$ cat config.mk
export PLATFORM = sky130hd
export DESIGN_NAME = hilo_divider_seq
export DESIGN_NICKNAME = d
export VERILOG_FILES = /design/src/rtl/hilo_divider_seq.sv
export SDC_FILE = /design/constraint.sdc
export NUM_CORES = 1
export LEC_CHECK = 0
export ABC_AREA = 1
export CAP_MARGIN = 20
export CORE_MARGIN = 3
export CORE_UTILIZATION = 40
export CTS_BUF_LIST = sky130_fd_sc_hd__clkbuf_4 sky130_fd_sc_hd__clkbuf_8
export DETAILED_ROUTE_END_ITERATION = 10
export GPL_ROUTABILITY_DRIVEN = 1
export PLACE_DENSITY = 0.57
export SLEW_MARGIN = 20
export SYNTH_ARGS = -nofsm -noshare
export SYNTH_HDL_FRONTEND = slang
export SYNTH_SLANG_ARGS = --single-unit
$ cat constraint.sdc
create_clock -name div_clk -period 4.1 [get_ports div_clk]
set_input_delay 1.025 -clock div_clk [delete_from_list [all_inputs] [get_ports div_clk]]
set_output_delay 1.025 -clock div_clk [all_outputs]
set_load 0.1 [all_outputs]
$ cat src/rtl/hilo_divider_seq.sv
// hilo_divider_seq: multi-cycle restoring divider with HI/LO result registers
// for the CPU EX stage. It produces one quotient bit per clock, then writes
// LO = quotient and HI = remainder. MFHI/MFLO reads are served from IDLE, and
// a stall is raised while a divide is in flight.
//
// Build option: define DIVIDER_SIGNED_EN to accept DIV (two's-complement).
// In that build a FIX state is added for sign correction, and DIVU passes
// through FIX as well so that both divides have the same latency. Without the
// macro, DIV is ignored like any unrecognised function code.
module hilo_divider_seq #(
    parameter int WIDTH = 32,
    parameter int CNT_W = 6
) (
    input  logic             div_clk,
    input  logic             rst,
    input  logic             start,
    input  logic [5:0]       Funct,
    input  logic [WIDTH-1:0] dataA,
    input  logic [WIDTH-1:0] dataB,
    output logic             busy,
    output logic             done,
    output logic             div0,
    output logic             stall,
    output logic [WIDTH-1:0] dataOut,
    output logic             HiLo_signal,
    output logic             alu_out_sel
);

    localparam logic [5:0] FN_DIVU = 6'b011011;
    localparam logic [5:0] FN_MFHI = 6'b010000;
    localparam logic [5:0] FN_MFLO = 6'b010010;
`ifdef DIVIDER_SIGNED_EN
    localparam logic [5:0] FN_DIV  = 6'b011010;
`endif
    localparam logic [CNT_W-1:0] CNT_START = CNT_W'(WIDTH);
    localparam logic [CNT_W-1:0] CNT_ONE   = CNT_W'(1);

    typedef enum logic [1:0] {
        S_IDLE = 2'd0,
        S_CALC = 2'd1,
        S_FIX  = 2'd2,
        S_DONE = 2'd3
    } state_t;

    state_t           state_q;
    logic [WIDTH-1:0] hi_q;
    logic [WIDTH-1:0] lo_q;
    logic [WIDTH-1:0] quo_q;      // dividend shifts out of the top, quotient bits enter at the bottom
    logic [WIDTH-1:0] rem_q;
    logic [WIDTH-1:0] dvs_q;      // divisor magnitude
    logic [CNT_W-1:0] count_q;
    logic             busy_q;
    logic             done_q;
    logic             div0_q;
    logic [WIDTH-1:0] dataout_q;
    logic             hilo_q;
    logic             alu_sel_q;

    logic             is_divu;
    logic             is_div;
    logic             is_mfhi;
    logic             is_mflo;
    logic             div_req;
    logic [WIDTH-1:0] a_abs;
    logic [WIDTH-1:0] b_abs;
    logic [WIDTH:0]   shifted;
    logic             fits;
    logic [WIDTH-1:0] rem_step;
    logic [WIDTH-1:0] quo_step;

`ifdef DIVIDER_SIGNED_EN
    logic             a_neg;
    logic             b_neg;
    logic             a_neg_q;    // remainder takes the dividend's sign
    logic             q_neg_q;    // quotient is negative when the operand signs differ
    logic [WIDTH-1:0] quo_fix;
    logic [WIDTH-1:0] rem_fix;
`endif

    // Decode of the function code presented with start
    always_comb begin
        is_divu = (Funct == FN_DIVU);
        is_mfhi = (Funct == FN_MFHI);
        is_mflo = (Funct == FN_MFLO);
`ifdef DIVIDER_SIGNED_EN
        is_div  = (Funct == FN_DIV);
`else
        is_div  = 1'b0;
`endif
        div_req = is_divu | is_div;
    end

    // Operand magnitudes; DIVU keeps the raw values
    always_comb begin
        a_abs = dataA;
        b_abs = dataB;
`ifdef DIVIDER_SIGNED_EN
        a_neg = is_div & dataA[WIDTH-1];
        b_neg = is_div & dataB[WIDTH-1];
        if (a_neg) a_abs = -dataA;
        if (b_neg) b_abs = -dataB;
`endif
    end

    // One restoring step. The trial difference is always below the divisor
    // when it fits, so the low WIDTH bits of the subtraction are exact.
    always_comb begin
        shifted  = {rem_q, quo_q[WIDTH-1]};
        fits     = (shifted >= {1'b0, dvs_q});
        rem_step = fits ? (shifted[WIDTH-1:0] - dvs_q) : shifted[WIDTH-1:0];
        quo_step = {quo_q[WIDTH-2:0], fits};
    end

`ifdef DIVIDER_SIGNED_EN
    // Sign correction applied to the unsigned result in the FIX state
    always_comb begin
        quo_fix = q_neg_q ? -quo_q : quo_q;
        rem_fix = a_neg_q ? -rem_q : rem_q;
    end
`endif

    // A read must wait while the FSM is not idle, including the DONE cycle
    assign stall = start & (is_mfhi | is_mflo) & busy_q;

    assign busy        = busy_q;
    assign done        = done_q;
    assign div0        = div0_q;
    assign dataOut     = dataout_q;
    assign HiLo_signal = hilo_q;
    assign alu_out_sel = alu_sel_q;

    // Divider FSM, HI/LO registers and the read port
    always_ff @(posedge div_clk) begin
        if (rst) begin
            state_q   <= S_IDLE;
            hi_q      <= '0;
            lo_q      <= '0;
            quo_q     <= '0;
            rem_q     <= '0;
            dvs_q     <= '0;
            count_q   <= '0;
            busy_q    <= 1'b0;
            done_q    <= 1'b0;
            div0_q    <= 1'b0;
            dataout_q <= '0;
            hilo_q    <= 1'b0;
            alu_sel_q <= 1'b0;
`ifdef DIVIDER_SIGNED_EN
            a_neg_q   <= 1'b0;
            q_neg_q   <= 1'b0;
`endif
        end else begin
            alu_sel_q <= 1'b0;
            case (state_q)
                S_IDLE: begin
                    if (start && div_req) begin
                        busy_q <= 1'b1;
                        if (dataB == '0) begin
                            // Divide by zero completes immediately with a fixed result
                            hi_q    <= dataA;
                            lo_q    <= '1;
                            div0_q  <= 1'b1;
                            done_q  <= 1'b1;
                            state_q <= S_DONE;
                        end else begin
                            quo_q   <= a_abs;
                            dvs_q   <= b_abs;
                            rem_q   <= '0;
                            count_q <= CNT_START;
`ifdef DIVIDER_SIGNED_EN
                            a_neg_q <= a_neg;
                            q_neg_q <= a_neg ^ b_neg;
`endif
                            state_q <= S_CALC;
                        end
                    end else if (start && (is_mfhi || is_mflo)) begin
                        dataout_q <= is_mflo ? lo_q : hi_q;
                        hilo_q    <= is_mflo;
                        alu_sel_q <= 1'b1;
                    end
                end
                S_CALC: begin
                    quo_q   <= quo_step;
                    rem_q   <= rem_step;
                    count_q <= count_q - CNT_ONE;
                    if (count_q == CNT_ONE) begin
`ifdef DIVIDER_SIGNED_EN
                        state_q <= S_FIX;
`else
                        lo_q    <= quo_step;
                        hi_q    <= rem_step;
                        div0_q  <= 1'b0;
                        done_q  <= 1'b1;
                        state_q <= S_DONE;
`endif
                    end
                end
`ifdef DIVIDER_SIGNED_EN
                S_FIX: begin
                    lo_q    <= quo_fix;
                    hi_q    <= rem_fix;
                    div0_q  <= 1'b0;
                    done_q  <= 1'b1;
                    state_q <= S_DONE;
                end
`endif
                S_DONE: begin
                    done_q  <= 1'b0;
                    busy_q  <= 1'b0;
                    state_q <= S_IDLE;
                end
                default: begin
                    state_q <= S_IDLE;
                end
            endcase
        end
    end

endmodule

==> key figures <==
Synthesis
  • Yosys warning count: 0
  • Ys flop type: dfxtp_1
  • Post-synth EDFFs: 0
  • Leading area contributor after synthesis: dfxtp_1
  • Asr flop ratio synth: 0%
  • Synth Instances: 1802
  • Top cells by count, synth: 487 x nand2_1, 232 x inv_1, 205 x dfxtp_1
  • Synth top area share: 34.86%
  • Post-Syn Nets: 1910
  • Synth area leaders: dfxtp_1 35%, nand2_1 16%, inv_1 7.4%
  • Count leader, synth: nand2_1
  • Yosys reg bits: 205
  • Post-Synthesis Cell Area: 0.01177 mm^2
  • Number of library cell types mapped by synthesis: 40
  • Syn_area_per_cell: 6.532 um^2
  • Post-synthesis sequential area ratio: 34.86%

Global routing
  • Antenna violations before repair: 0
  • Aggregate global-route resource usage: 21.54%
  • First-pass GRT wire length: 54860 um
  • Number of global-route vias before repair: 10220
  • Largest net degree at the start of global routing: 94
  • Grt ovf: 0

Timing
  • Final Critical Period: 3475 ps
  • Worst clock skew: 28.10 ps
  • F_max: 287.7 MHz
  • Worst hold margin: 464.2 ps
  • Number of setup violations in the final report: 0
  • Fin. max-slew vios: 0
  • RSZ-0062 raised after global routing: false
  • Final Hold Viols: 0
  • Final period util: 84.76%
  • Sum Neg Setup Slack: 0 ps
  • Slew HR: 32.97%
  • Worst Max-Slew Pin Slew: 1002 ps

Critical path
  • CP most frequent cell: nor2_1
  • Crit path from: Funct[0]
  • Reg2reg start: rem_q[10]
  • CP Class: input port to primary output
  • Critical-path top delay cell: clkdlybuf4s50_1
  • CP cell instances: clkdlybuf4s50_1 -> or3_1 -> nor2_1 -> inv_2 -> nor2_1 -> buf_12
  • CP Data Required Time: 3070 ps
  • Crit-path max FO: 2
  • Startpoint class of the critical path: input port
  • Max incr delay on CP: 430 ps
  • Arr. time, crit path: 2450 ps
  • CP endpoint kind: primary output

Hold path
  • Min-Delay Startpoint: dvs_q[27]
  • Worst Hold Class: flop to flop

Drt
  • Drt pass-1 iters: 5
  • Detail Route Antenna Nets: 0
  • Wirelength, routed: 34000 um
  • DR vias: 11260
  • DRT iter0 DRCs: 744
  • Vias per cell: 4.930
  • Residual DRC: 0
  • Routed len/inst: 14.89 um

Power and ir drop
  • Leakage power: 6.532 nW
  • Worst vdd ir: 167.9 uV
  • Pwr Total: 4.683 mW
  • PD cells: 336.9 mW/mm^2

Place
  • Input/output buffers: 110
  • HPWL Detailed: 25340 um
  • Area after DPL: 0.01305 mm^2
  • Gpl congestion: 0.8820

Final layout
  • Area Overhead vs Synth: 18.07%
  • Fin util: 48.16%
  • N_diodes: 0
  • NumNets Final: 1979
  • Layout cell share with drive strength beyond 1: 8.421%
  • Final Instance Area: 0.01390 mm^2

Clocking
  • Clk buf depth: 3
  • Post-CTS Setup Bufs: 0
  • Later-pin clock latency in the skew report: 550 ps
  • Hold_buf cts: 0
  • Root buffer cell: clkbuf_8
  • Clock transition at path regs: 50 ps
  • CTS H-tree depth: 2
  • Number of gates resized after CTS: 0
  • Clock buffer count from CTS: 38
  • CTS tree: done
  • CTS sink cnt: 205

Floorplanning
  • Die ar.: 0.03152 mm^2
  • Die width: 177.5 um
  • Chip height: 177.5 um
  • Core Box Area: 0.02886 mm^2
  • Row count: 62
  • Initial Util: 40.79%
  • Ports: 111

Run status
  • Status: finished clean

Run
  • Max-cap violation count: 0
routing by layer:
metal	up-vias	wire length (um)	global-route usage, %
met2	244	14230	32.27
met4	0	552	4.843
met1	5002	17250	32.39
met5	-	0	0
li1	5972	-	-
met3	41	1977	3.359
power by group:
part           switching (mW)  internal, mW  total, mW
combinational           0.333         0.168      0.501
clock                   0.892          1.27       2.17
sequential            0.00832          2.01       2.01
total                    1.23          3.45       4.68
metrics by stage:
| stage | instances | setup slack [ps] |
|---|---|---|
| after floorplan | 1802 | 127.5 |
| after global placement | 2215 | 566.3 |
| after detailed placement | 2215 | 556.0 |
| after CTS | 2284 | 617.9 |
| after global routing | 2284 | 543.8 |
| final | 2284 | 624.7 |
final cells by class:
class	count	area, um^2
well taps	384	480.5
flip-flops and latches	205	4104
multi-input cells	1258	6282
inverters	240	903.4
clock buffers	64	787.0
clock inverters	5	57.56
repair buffers	128	1284
fillers	3041	14960
cells by family after synthesis:
kind of cell             after synthesis  synth area share, %
AND/OR/NAND/NOR                      882                33.60
buffers and inverters                339                11.90
AO/OA/AOI/OAI                        323                14.51
flip-flops                           205                34.86
adder cells (fa/ha/maj)               35                3.784
XOR/XNOR                              18                1.339
cells in the final DEF, fill, tap and decap left out, types with 2 or more instances in the layout:
master / Yosys / routed
and2_1: 9 / 9
clkbuf_8: 0 / 49
a31oi_1: 63 / 63
o21ai_0: 152 / 152
inv_6: 0 / 2
nand3_1: 135 / 135
nand2_1: 487 / 485
buf_12: 3 / 4
clkdlybuf4s50_1: 0 / 109
nor3_1: 8 / 8
o21bai_1: 2 / 2
o21ai_1: 13 / 12
a21oi_1: 90 / 90
clkbuf_4: 0 / 15
nand2_2: 8 / 10
ha_1: 34 / 34
nand4_1: 41 / 41
buf_4: 6 / 15
nor2_4: 2 / 3
inv_2: 7 / 8
nor2_2: 12 / 12
dfxtp_1: 205 / 205
clkinv_2: 0 / 2
xor2_1: 17 / 17
nor2_8: 2 / 2
nor2_1: 142 / 141
nand3_2: 30 / 30
inv_1: 232 / 231
worst paths after layout:
check,endpoint,slack [ps],depth (start not counted)
setup / recovery,stall,620,6
hold / removal,dvs_q[27],460,2
setup reg to reg,hi_q[31],1300,13
hold reg to reg,dvs_q[27],460,2
worst max-delay path: cells and delay by family:
family,cells,cell delay (ps)
buffers and inverters,3,700
AND/OR/NAND/NOR,3,720
registers in the layout, indices dropped and copies added (netlist names):
name and flops:
HiLo_signal 1, alu_out_sel 1, busy 1, count_q 6
dataOut 32, div0 1, done 1, dvs_q 32
hi_q 32, lo_q 32, quo_q 32, rem_q 32
state_q 2
Note: power is estimated with default switching activity, not from simulation.
